**config.mk**
```make
export PLATFORM = sky130hd
export DESIGN_NAME = hazard_ctrl_flat
export DESIGN_NICKNAME = d
export VERILOG_FILES = /design/src/rtl/hazard_ctrl_pkg.sv /design/src/rtl/hazard_ctrl_if.sv /design/src/rtl/hazard_ctrl_md_counter.sv /design/src/rtl/hazard_ctrl.sv /design/src/flat_wrapper.sv
export SDC_FILE = /design/constraint.sdc
export NUM_CORES = 1
export LEC_CHECK = 0
export BUFFER_PORTS_ARGS = -buffer_cell sky130_fd_sc_hd__buf_4
export CAP_MARGIN = 5
export CORE_MARGIN = 3
export CORE_UTILIZATION = 46
export DETAILED_ROUTE_END_ITERATION = 8
export MAX_ROUTING_LAYER = met4
export PLACE_DENSITY = 0.91
export SLEW_MARGIN = 30
export SYNTH_ARGS = -nofsm -noshare
export SYNTH_HDL_FRONTEND = slang
export SYNTH_HIERARCHICAL = 1
export SYNTH_SLANG_ARGS = --single-unit
```
**constraint.sdc**
```tcl
create_clock -name clk -period 2.7 [get_ports clk]
set_input_delay 0.27 -clock clk [delete_from_list [all_inputs] [get_ports clk]]
set_output_delay 0.27 -clock clk [all_outputs]
set_load 0.1 [all_outputs]
```
**src/rtl/hazard_ctrl_pkg.sv**
```systemverilog
// Shared types and defaults for the pipeline hazard controller.
package hazard_ctrl_pkg;

    localparam int MUL_LAT_DEF = 4;
    localparam int DIV_LAT_DEF = 32;
    localparam int CNT_W_DEF   = 6;

    typedef enum logic [1:0] {
        ST_RUN,
        ST_MD,
        ST_XWAIT,
        ST_XFLUSH
    } hz_state_e;

    typedef struct packed {
        logic stall;
        logic bubble;
    } stage_ctl_t;

    // Register 0 is hard-wired, so it can never be the subject of an interlock.
    function automatic logic load_use(input logic [4:0] src1,
                                      input logic [4:0] src2,
                                      input logic [4:0] dst,
                                      input logic       is_load);
        return is_load && (dst != 5'd0) && ((src1 == dst) || (src2 == dst));
    endfunction

endpackage

```
**src/rtl/hazard_ctrl_if.sv**
```systemverilog
// Pipeline-side signal bundle of the hazard controller.
interface hazard_ctrl_if;
    logic [4:0] d_src1;
    logic [4:0] d_src2;
    logic [4:0] e_dst;
    logic       e_isLoad;
    logic [4:0] m_dst;
    logic       m_isLoad;
    logic       e_mdStart;
    logic       e_mdIsDiv;
    logic       d_useHiLo;
    logic       i_busy;
    logic       m_busy;
    logic       exception;
    logic       d_isERET;

    logic       F_stall;
    logic       D_stall;
    logic       E_stall;
    logic       M_stall;
    logic       W_stall;
    logic       D_bubble;
    logic       E_bubble;
    logic       M_bubble;
    logic       W_bubble;
    logic       redirect;
    logic       md_busy;

    modport master (
        output d_src1, d_src2, e_dst, e_isLoad, m_dst, m_isLoad,
               e_mdStart, e_mdIsDiv, d_useHiLo, i_busy, m_busy,
               exception, d_isERET,
        input  F_stall, D_stall, E_stall, M_stall, W_stall,
               D_bubble, E_bubble, M_bubble, W_bubble, redirect, md_busy
    );

    modport slave (
        input  d_src1, d_src2, e_dst, e_isLoad, m_dst, m_isLoad,
               e_mdStart, e_mdIsDiv, d_useHiLo, i_busy, m_busy,
               exception, d_isERET,
        output F_stall, D_stall, E_stall, M_stall, W_stall,
               D_bubble, E_bubble, M_bubble, W_bubble, redirect, md_busy
    );
endinterface

```
**src/rtl/hazard_ctrl_md_counter.sv**
```systemverilog
// Mul/div occupancy countdown: load, decrement, clear, zero flag.
module md_counter #(
    parameter int CNT_W = 6
) (
    input  logic             clk,
    input  logic             reset,
    input  logic             load,
    input  logic             dec,
    input  logic             clr,
    input  logic [CNT_W-1:0] load_val,
    output logic [CNT_W-1:0] cnt,
    output logic             zero
);

    always_ff @(posedge clk) begin
        if (reset || clr)
            cnt <= '0;
        else if (load)
            cnt <= load_val;
        else if (dec)
            cnt <= cnt - CNT_W'(1);
    end

    assign zero = (cnt == '0);

endmodule

```
**src/rtl/hazard_ctrl.sv**
```systemverilog
// Per-stage stall/bubble generation for the 5-stage core.
//   state  | meaning
//   RUN    | normal issue, only data/bus hazards apply
//   MD     | mul/div occupies E, counter counts down to 0
//   XWAIT  | exception/ERET seen, freezing until both buses idle
//   XFLUSH | one-cycle redirect with D/E/M flushed
module hazard_ctrl
    import hazard_ctrl_pkg::*;
#(
    parameter int MUL_LAT = MUL_LAT_DEF,
    parameter int DIV_LAT = DIV_LAT_DEF,
    parameter int CNT_W   = CNT_W_DEF
) (
    input  logic          clk,
    input  logic          reset,
    hazard_ctrl_if.slave  hz
);

    hz_state_e        state;
    logic             first_q;
    logic [CNT_W-1:0] cnt;
    logic             cnt_zero;
    logic             md_load;
    logic             md_dec;
    logic             md_clr;
    logic [CNT_W-1:0] md_load_val;
    logic             flush_evt;
    logic             busy_any;
    logic             md_hold;
    logic             lu_hit;
    logic             mask;
    logic             f_stall;
    stage_ctl_t       ctl_d, ctl_e, ctl_m, ctl_w;

    assign flush_evt = hz.exception | hz.d_isERET;
    assign busy_any  = hz.i_busy | hz.m_busy;

    // At counter 0 the unit finishes this cycle, so a waiting mul/div may issue.
    assign md_hold = (state == ST_MD) && !cnt_zero && (hz.d_useHiLo || hz.e_mdStart);
    assign lu_hit  = load_use(hz.d_src1, hz.d_src2, hz.e_dst, hz.e_isLoad) |
                     load_use(hz.d_src1, hz.d_src2, hz.m_dst, hz.m_isLoad);

    assign md_load_val = hz.e_mdIsDiv ? CNT_W'(DIV_LAT - 1) : CNT_W'(MUL_LAT - 1);
    assign md_clr      = (state == ST_XFLUSH);
    assign md_load     = hz.e_mdStart && !flush_evt &&
                         ((state == ST_RUN) || ((state == ST_MD) && cnt_zero));
    assign md_dec      = (state == ST_MD) && !flush_evt && !cnt_zero;

    md_counter #(.CNT_W(CNT_W)) u_md_counter (
        .clk      (clk),
        .reset    (reset),
        .load     (md_load),
        .dec      (md_dec),
        .clr      (md_clr),
        .load_val (md_load_val),
        .cnt      (cnt),
        .zero     (cnt_zero)
    );

    always_ff @(posedge clk) begin
        if (reset) begin
            state   <= ST_RUN;
            first_q <= 1'b1;
        end else begin
            first_q <= 1'b0;
            case (state)
                ST_RUN: begin
                    if (flush_evt)
                        state <= busy_any ? ST_XWAIT : ST_XFLUSH;
                    else if (hz.e_mdStart)
                        state <= ST_MD;
                end
                ST_MD: begin
                    if (flush_evt)
                        state <= busy_any ? ST_XWAIT : ST_XFLUSH;
                    else if (cnt_zero && !hz.e_mdStart)
                        state <= ST_RUN;
                end
                ST_XWAIT: begin
                    if (!busy_any)
                        state <= ST_XFLUSH;
                end
                ST_XFLUSH: state <= ST_RUN;
            endcase
        end
    end

    always_comb begin
        f_stall = 1'b0;
        ctl_d   = '0;
        ctl_e   = '0;
        ctl_m   = '0;
        ctl_w   = '0;
        if (state == ST_XFLUSH) begin
            ctl_d.bubble = 1'b1;
            ctl_e.bubble = 1'b1;
            ctl_m.bubble = 1'b1;
        end else if (state == ST_XWAIT) begin
            f_stall     = 1'b1;
            ctl_d.stall = 1'b1;
            ctl_e.stall = 1'b1;
            ctl_m.stall = 1'b1;
            ctl_w.stall = 1'b1;
        end else if (hz.m_busy) begin
            f_stall      = 1'b1;
            ctl_d.stall  = 1'b1;
            ctl_e.stall  = 1'b1;
            ctl_m.stall  = 1'b1;
            ctl_w.bubble = 1'b1;
        end else if (md_hold) begin
            f_stall      = 1'b1;
            ctl_d.stall  = 1'b1;
            ctl_e.stall  = 1'b1;
            ctl_m.bubble = 1'b1;
        end else if (lu_hit) begin
            f_stall      = 1'b1;
            ctl_d.stall  = 1'b1;
            ctl_e.bubble = 1'b1;
        end else if (hz.i_busy) begin
            f_stall      = 1'b1;
            ctl_d.bubble = 1'b1;
        end
    end

    // Outputs stay quiet during reset and for the first cycle out of it.
    assign mask = reset | first_q;

    assign hz.F_stall  = f_stall      & ~mask;
    assign hz.D_stall  = ctl_d.stall  & ~mask;
    assign hz.E_stall  = ctl_e.stall  & ~mask;
    assign hz.M_stall  = ctl_m.stall  & ~mask;
    assign hz.W_stall  = ctl_w.stall  & ~mask;
    assign hz.D_bubble = ctl_d.bubble & ~mask;
    assign hz.E_bubble = ctl_e.bubble & ~mask;
    assign hz.M_bubble = ctl_m.bubble & ~mask;
    assign hz.W_bubble = ctl_w.bubble & ~mask;
    assign hz.redirect = (state == ST_XFLUSH) & ~mask;
    assign hz.md_busy  = (state == ST_MD) & ~mask;

endmodule

```
**src/flat_wrapper.sv**
```systemverilog
// flat-port wrapper written by rule: the top's interface ports become plain ports
module hazard_ctrl_flat import hazard_ctrl_pkg::*;
#(
    parameter int MUL_LAT = MUL_LAT_DEF,
    parameter int DIV_LAT = DIV_LAT_DEF,
    parameter int CNT_W   = CNT_W_DEF
)
  (clk, reset, hz_d_src1, hz_d_src2, hz_e_dst, hz_e_isLoad, hz_m_dst, hz_m_isLoad, hz_e_mdStart, hz_e_mdIsDiv, hz_d_useHiLo, hz_i_busy, hz_m_busy, hz_exception, hz_d_isERET, hz_F_stall, hz_D_stall, hz_E_stall, hz_M_stall, hz_W_stall, hz_D_bubble, hz_E_bubble, hz_M_bubble, hz_W_bubble, hz_redirect, hz_md_busy);
  hazard_ctrl_if hz_i ();
  input  logic clk;
  input  logic reset;
  input wire logic [$bits(hz_i.d_src1)-1:0] hz_d_src1;
  input wire logic [$bits(hz_i.d_src2)-1:0] hz_d_src2;
  input wire logic [$bits(hz_i.e_dst)-1:0] hz_e_dst;
  input wire logic [$bits(hz_i.e_isLoad)-1:0] hz_e_isLoad;
  input wire logic [$bits(hz_i.m_dst)-1:0] hz_m_dst;
  input wire logic [$bits(hz_i.m_isLoad)-1:0] hz_m_isLoad;
  input wire logic [$bits(hz_i.e_mdStart)-1:0] hz_e_mdStart;
  input wire logic [$bits(hz_i.e_mdIsDiv)-1:0] hz_e_mdIsDiv;
  input wire logic [$bits(hz_i.d_useHiLo)-1:0] hz_d_useHiLo;
  input wire logic [$bits(hz_i.i_busy)-1:0] hz_i_busy;
  input wire logic [$bits(hz_i.m_busy)-1:0] hz_m_busy;
  input wire logic [$bits(hz_i.exception)-1:0] hz_exception;
  input wire logic [$bits(hz_i.d_isERET)-1:0] hz_d_isERET;
  output wire logic [$bits(hz_i.F_stall)-1:0] hz_F_stall;
  output wire logic [$bits(hz_i.D_stall)-1:0] hz_D_stall;
  output wire logic [$bits(hz_i.E_stall)-1:0] hz_E_stall;
  output wire logic [$bits(hz_i.M_stall)-1:0] hz_M_stall;
  output wire logic [$bits(hz_i.W_stall)-1:0] hz_W_stall;
  output wire logic [$bits(hz_i.D_bubble)-1:0] hz_D_bubble;
  output wire logic [$bits(hz_i.E_bubble)-1:0] hz_E_bubble;
  output wire logic [$bits(hz_i.M_bubble)-1:0] hz_M_bubble;
  output wire logic [$bits(hz_i.W_bubble)-1:0] hz_W_bubble;
  output wire logic [$bits(hz_i.redirect)-1:0] hz_redirect;
  output wire logic [$bits(hz_i.md_busy)-1:0] hz_md_busy;
  assign hz_i.d_src1 = hz_d_src1;
  assign hz_i.d_src2 = hz_d_src2;
  assign hz_i.e_dst = hz_e_dst;
  assign hz_i.e_isLoad = hz_e_isLoad;
  assign hz_i.m_dst = hz_m_dst;
  assign hz_i.m_isLoad = hz_m_isLoad;
  assign hz_i.e_mdStart = hz_e_mdStart;
  assign hz_i.e_mdIsDiv = hz_e_mdIsDiv;
  assign hz_i.d_useHiLo = hz_d_useHiLo;
  assign hz_i.i_busy = hz_i_busy;
  assign hz_i.m_busy = hz_m_busy;
  assign hz_i.exception = hz_exception;
  assign hz_i.d_isERET = hz_d_isERET;
  assign hz_F_stall = hz_i.F_stall;
  assign hz_D_stall = hz_i.D_stall;
  assign hz_E_stall = hz_i.E_stall;
  assign hz_M_stall = hz_i.M_stall;
  assign hz_W_stall = hz_i.W_stall;
  assign hz_D_bubble = hz_i.D_bubble;
  assign hz_E_bubble = hz_i.E_bubble;
  assign hz_M_bubble = hz_i.M_bubble;
  assign hz_W_bubble = hz_i.W_bubble;
  assign hz_redirect = hz_i.redirect;
  assign hz_md_busy = hz_i.md_busy;
  hazard_ctrl #(.MUL_LAT(MUL_LAT), .DIV_LAT(DIV_LAT), .CNT_W(CNT_W)) u_core (.clk(clk), .reset(reset), .hz(hz_i));
endmodule
```
* Word-level counts from Yosys, hierarchy flattened
Cells that the tools add are included.
** Storage, ports and cells
- Logic and storage cells :: 100
- Input port bits :: 31
- Flip-flop bits (word level) :: 9
- Output and inout port bits :: 11
** Cells by class
- Equality and inequality tests :: 10
- Multiplexer cells :: 44
- Reduce and logical (&&, ||, !) cells :: 26
- Bitwise gates (word level) :: 16
- Add/sub/neg operators :: 1
** Operators by type and width (count)
- $mux 1 :: 34
- $eq 5x5->1 :: 4
- $logic_and 1x1->1 :: 12
- $mux 2 :: 6
- $mux 6 :: 2
- $and 1x1->1 :: 11
- $reduce_bool 5->1 :: 2
- $pmux 2 s4 :: 1
- $logic_not 6->1 :: 1
- $ne 3x2->1 const B :: 2
- $sub 6x1->6 const B :: 1
- $logic_or 1x1->1 :: 5
- $mux 5 :: 1
- $eq 2x2->1 const B :: 2
- $or 1x1->1 :: 4
- $logic_not 1->1 :: 3
- $reduce_and 3->1 :: 1
- $eq 2x1->1 const B :: 1
- $logic_not 2->1 :: 1
- $ne 2x2->1 const B :: 1
- $reduce_bool 2->1 :: 1
- $not 1->1 :: 1

* Depth between registers and ports, before layout
- Word-level depth :: 10
- Gate-level depth with buffers :: 8
- Mapped depth without buffers :: 8

* Cells and area by module
The synthesis kept the hierarchy.
** By module, submodules not included
- hazard_ctrl :: area each 554.3 um2, cells an instance 77, times used 1
- md_counter :: area each 359.1 um2, cells an instance 39, times used 1

* Worst setup path before layout
No wires, ideal clock.
- Path type :: flip-flop to output port
- Start :: register u_core.state[1]
- End :: output hz_D_bubble
- Required time :: 2430 ps
- Buffers on the path :: 1
- Cell stages (with the launch flop) :: 5
- Slack :: -1384 ps
- Arrival time :: 3814 ps
- Path through :: dfxtp_1 > clkbuf_1 > nand2_1 > nor3_1 > o21bai_1
** Between the ends
- Word-level cells in the longest chain between the ends :: 8
** Ends and longest elaborated chain
- start: declaration :: RTL line hazard_ctrl.sv:19 : hz_state_e state;
- start signal: assignment :: RTL line hazard_ctrl.sv:69 : state <= busy_any ? ST_XWAIT : ST_XFLUSH;
- start signal: assignment :: RTL line hazard_ctrl.sv:75 : state <= busy_any ? ST_XWAIT : ST_XFLUSH;
- $eq 2x1->1 :: RTL line hazard_ctrl.sv:39 : assign md_hold = (state == ST_MD) && !cnt_zero && (hz.d_useHiLo || hz.e_mdStart);
- $logic_and 1x1->1 (2 in a row) :: RTL line hazard_ctrl.sv:39
- $mux 1 :: RTL line hazard_ctrl.sv:110 : end else if (md_hold) begin
- $mux 1 :: RTL line hazard_ctrl.sv:104 : end else if (hz.m_busy) begin
- $mux 1 :: RTL line hazard_ctrl.sv:98 : end else if (state == ST_XWAIT) begin
- $mux 1 * :: RTL line hazard_ctrl.sv:94 : if (state == ST_XFLUSH) begin
- $and 1x1->1 * :: RTL line hazard_ctrl.sv:133 : assign hz.D_bubble = ctl_d.bubble & ~mask;
- end: declaration :: RTL line flat_wrapper.sv:30 : output wire logic [$bits(hz_i.D_bubble)-1:0] hz_D_bubble;
Every way passes the cells marked *; elsewhere a longest branch is shown, timed or not.

* Final worst setup path
- Start :: register u_core.u_md_counter.cnt[3]
- End :: output hz_F_stall
** Between the ends
- Word-level cells in the longest chain between the ends :: 9
** Ends and longest elaborated chain
- start: declaration :: RTL line hazard_ctrl_md_counter.sv:11 : output logic [CNT_W-1:0] cnt,
- start signal: assignment :: RTL line hazard_ctrl_md_counter.sv:19 : cnt <= load_val;
- start signal: assignment :: RTL line hazard_ctrl_md_counter.sv:21 : cnt <= cnt - CNT_W'(1);
- $logic_not 6->1 :: RTL line hazard_ctrl_md_counter.sv:24 : assign zero = (cnt == '0);
- via u_core.cnt_zero :: RTL line hazard_ctrl.sv:22 : logic cnt_zero;
- $logic_not 1->1 :: RTL line hazard_ctrl.sv:39
- $logic_and 1x1->1 (2 in a row) :: RTL line hazard_ctrl.sv:39
- $mux 1 :: RTL line hazard_ctrl.sv:110
- $mux 1 :: RTL line hazard_ctrl.sv:104
- $mux 1 :: RTL line hazard_ctrl.sv:98
- $mux 1 :: RTL line hazard_ctrl.sv:94
- $and 1x1->1 :: RTL line hazard_ctrl.sv:128 : assign hz.F_stall = f_stall & ~mask;
- end: declaration :: RTL line flat_wrapper.sv:25 : output wire logic [$bits(hz_i.F_stall)-1:0] hz_F_stall;
The timed path passes the listed nets, and every way through them passes these cells.

==> key figures <==
Route
  • Drt pass-1 iters: 4
  • Vias: approximately 1000
  • M1 WL: around 1100 µm
  • DR iter-0 viols: 24
  • DRC viols: 0
  • Wire length per cell: 13.5 µm
  • Post-route ant nets: 0
  • Routed wl met3: roughly 140 µm
  • Met2 wire len: 1260 µm
  • WL final: 2510 µm
  • Top sig layer: met3
  • Detail-routed via count per cell: 5.37

Critical path
  • Worst-path maximum fanout: 5
  • Worst Reg-to-Reg Cells: 8
  • Critical Path Start Type: flop
  • Worst r2r src: u_core/u_md_counter/cnt[0]
  • Critical path destination: hz_F_stall
  • Crit path kind: flop to primary output
  • Worst EP arrival: 2.18 ns
  • Worst path required time: 2.43 ns
  • Critical Path End Type: primary output
  • Reg-to-reg slack, setup: around 0.45 ns
  • Crit. Startpoint: u_core/u_md_counter/cnt[3]
  • Reg-to-Reg End: u_core/u_md_counter/cnt[5]

Finish
  • Layout cell share with drive strength beyond 1: 36.0%
  • Nets: 195
  • Layout Cells excl Fill: approximately 190
  • Area delta synth->final: 44.0%
  • N_diodes: 0
  • Post-route cell area: between 1000 and 1500 µm²

Yosys
  • Avg Cell Area, Syn: 7.87 µm²
  • Post-synth top area share: 20.1%
  • Synth unique cells: 42
  • Gate Count Post-Synth: 116
  • Synth cell count leaders: xor2_1 (21), nor2_1 (14), dfxtp_1 (9), nor3_1 (9), nand2_1 (8)
  • Cell accounting for the most synthesized area: xor2_1
  • Synthesis Warnings: 6
  • Sequential element share of the synthesized area: 19.7%
  • Most common cell in the synthesized netlist: xor2_1
  • Adder-cell share of the synthesized area: ~2.7%
  • Number of flops mapped to enable cells by yosys: 0
  • Async SR Flop Fraction: 0%
  • Combinational family with the most area after synthesis: simple AND/OR/NAND/NOR gates
  • Post-Synth XOR/XNOR Area: 22.1%
  • Top_reg_cell synth: dfxtp_1
  • Largest cells by area after synthesis: xor2_1 (20%), dfxtp_1 (20%), nor2_1 (5.8%)
  • Fraction of the mapped netlist area in compound gates: 22.2%
  • Simple logic cell fraction of the synthesized area: 30.4%
  • #FFs+latches synth: 9
  • Post-synthesis mux area share: 0%
  • Cell Area, Synth: between 900 and 1000 µm²

Power
  • Sequential power share: 33.4%
  • Leakage: 0.578 nW
  • Net Sw Frac: 39.0%
  • Power Internal: about 280 µW
  • P_sw: about 180 µW
  • Pwr Density: about 350 nW/µm²
  • Worst VDD drop: 0.228 mV
  • Clock share of power: 23.8%
  • Comb power frac: 42.8%

GRT
  • Antenna violations before repair: 0
  • Vias in the first global route: 1059
  • Largest net degree at the start of global routing: 11
  • First-pass GRT wire length: 4370 µm
  • Overflow after GRT: 0
  • GRT Util Overall: 22.1%

Floorplanning
  • I/O pins: 42
  • Initial Util: about half
  • Number of cell rows: 15
  • Die Wd: 50.6 µm
  • Die area: 2560 µm²
  • Die height: 50.6 µm
  • Total core area: 1800 µm²

Placed design
  • DP Worst Slack: 0.396 ns
  • DP HPWL: about 2000 µm
  • Placed insts: 182
  • IO Port Bufs: 41
  • Routability cong.: between 0.8 and 0.9
  • Post-DP Area: 1270 µm²

CTS
  • Htree depth: 1
  • Clk Tree Root Cell: clkbuf_4
  • Max Root-Sink Buffers: 2
  • CTS Buf Count: 3
  • Setup Fix Bufs, Post-CTS: 0
  • TritonCTS Sinks: 9
  • CTS tree: built
  • Clock-pin transition on the worst setup and hold timing paths: 0.07 ns
  • Clk_lat worst skew: 0.27 ns

Timing
  • Setup violators final: 0
  • Final Cycle Share: around 91%
  • Unrepaired setup endpoints after global routing: no
  • Fin Setup TNS: 0 ns
  • Clock Skew: between 0.007 and 0.008 ns
  • Final Hold Fails: 0
  • Worst setup margin: 0.245 ns
  • Achievable Freq: around 0.41 GHz
  • Crit path time final: 2.45 ns
  • Final Slew Violations: 0

Job
  • Max cap viols: 0

Worst hold path
  • Worst hold path class: primary input to flop

Run status
  • Status: finished clean
## final cells by class
| type | count | area (µm²) |
|---|---|---|
| sequential | 9 | 180 |
| inverter | 4 | 15.0 |
| clock buffer | 4 | 26.3 |
| timing repair buffer | 41 | 312 |
| fill | 139 | 487 |
| multi-input combinational | 103 | 751 |
| tap | 25 | 31.3 |
## through the flow
stage	power [mW]	utilization, %	hold WS, ns
global route	0.479	73.0	0.214
global placement	0.339	70.6	0.474
detailed placement	0.344	70.6	0.481
floorplan	0.271	-	0.298
finish	0.454	73.0	0.215
CTS	0.449	72.1	0.214
## power groups by stage
| stage | clock network, mW | logic (mW) | registers (mW) |
|---|---|---|---|
| global placement | 0 | 0.186 | 0.153 |
| global route | 0.116 | 0.210 | 0.153 |
| CTS | 0.107 | 0.191 | 0.151 |
| floorplan | 0 | 0.121 | 0.149 |
| finish | 0.108 | 0.194 | 0.152 |
| detailed placement | 0 | 0.190 | 0.154 |
## logic make-up (layout without fill, tap and decap cells)
logic type | Yosys count | in the layout
and+or+nand+nor | 49 | 49
AOI/OAI and AO/OA | 26 | 26
xor gates and xnor gates | 23 | 23
DFF | 9 | 9
buffers and inverters | 5 | 49
adders and majority gates | 2 | 2
other | 2 | 3
## registers in the layout, summed over array words and instances (netlist names)
signal,count
u_core/first_q,1
u_core/u_md_counter/cnt,6
u_core/state,2
## critical path, stage by stage, from the launching register on
cell and delay, ns:
dfxtp_1 0.34, or2_2 0.30, nor4b_2 0.29, nor2b_1 0.15, a211o_1 0.30, o311a_1 0.29
buf_4 0.23
## repair_timing
action                                  CTS  global route
hold buffers                              0             0
endpoints found under the setup margin    0             1
resized for setup                         0             3
## routing by layer
| layer | global-route usage (%) | vias up |
|---|---|---|
| li1 | - | 501 |
| met1 | 27.1 | 462 |
| met2 | 38.0 | 36 |
| met3 | 2.67 | 0 |
| met4 | 6.28 | 0 |
| met5 | - | - |
## how the worst min path moves through the flow
stage	start	endpoint	slack (ns)	cells after the start
finish	reset	u_core/first_q	0.21	1
global route	reset	u_core/first_q	0.21	1
CTS	reset	u_core/first_q	0.21	1
detailed placement	reset	u_core/first_q	0.48	1
global placement	reset	u_core/first_q	0.47	1
floorplan	reset	u_core/first_q	0.30	0
## cell usage in the layout (no fill, tap or decap), types with 3 or more instances in the layout
cell      synthesis  routed
buf_4             0      40
xor2_1           21      21
nor2_1           14      14
dfxtp_1           9       9
nand2_1           8       8
nor3_1            9       8
inv_1             4       4
and2_1            4       4
clkbuf_4          0       3
a21oi_1           3       3
o21ai_0           3       3
conb_1            2       3
Note: power is estimated with default switching activity, not from simulation.
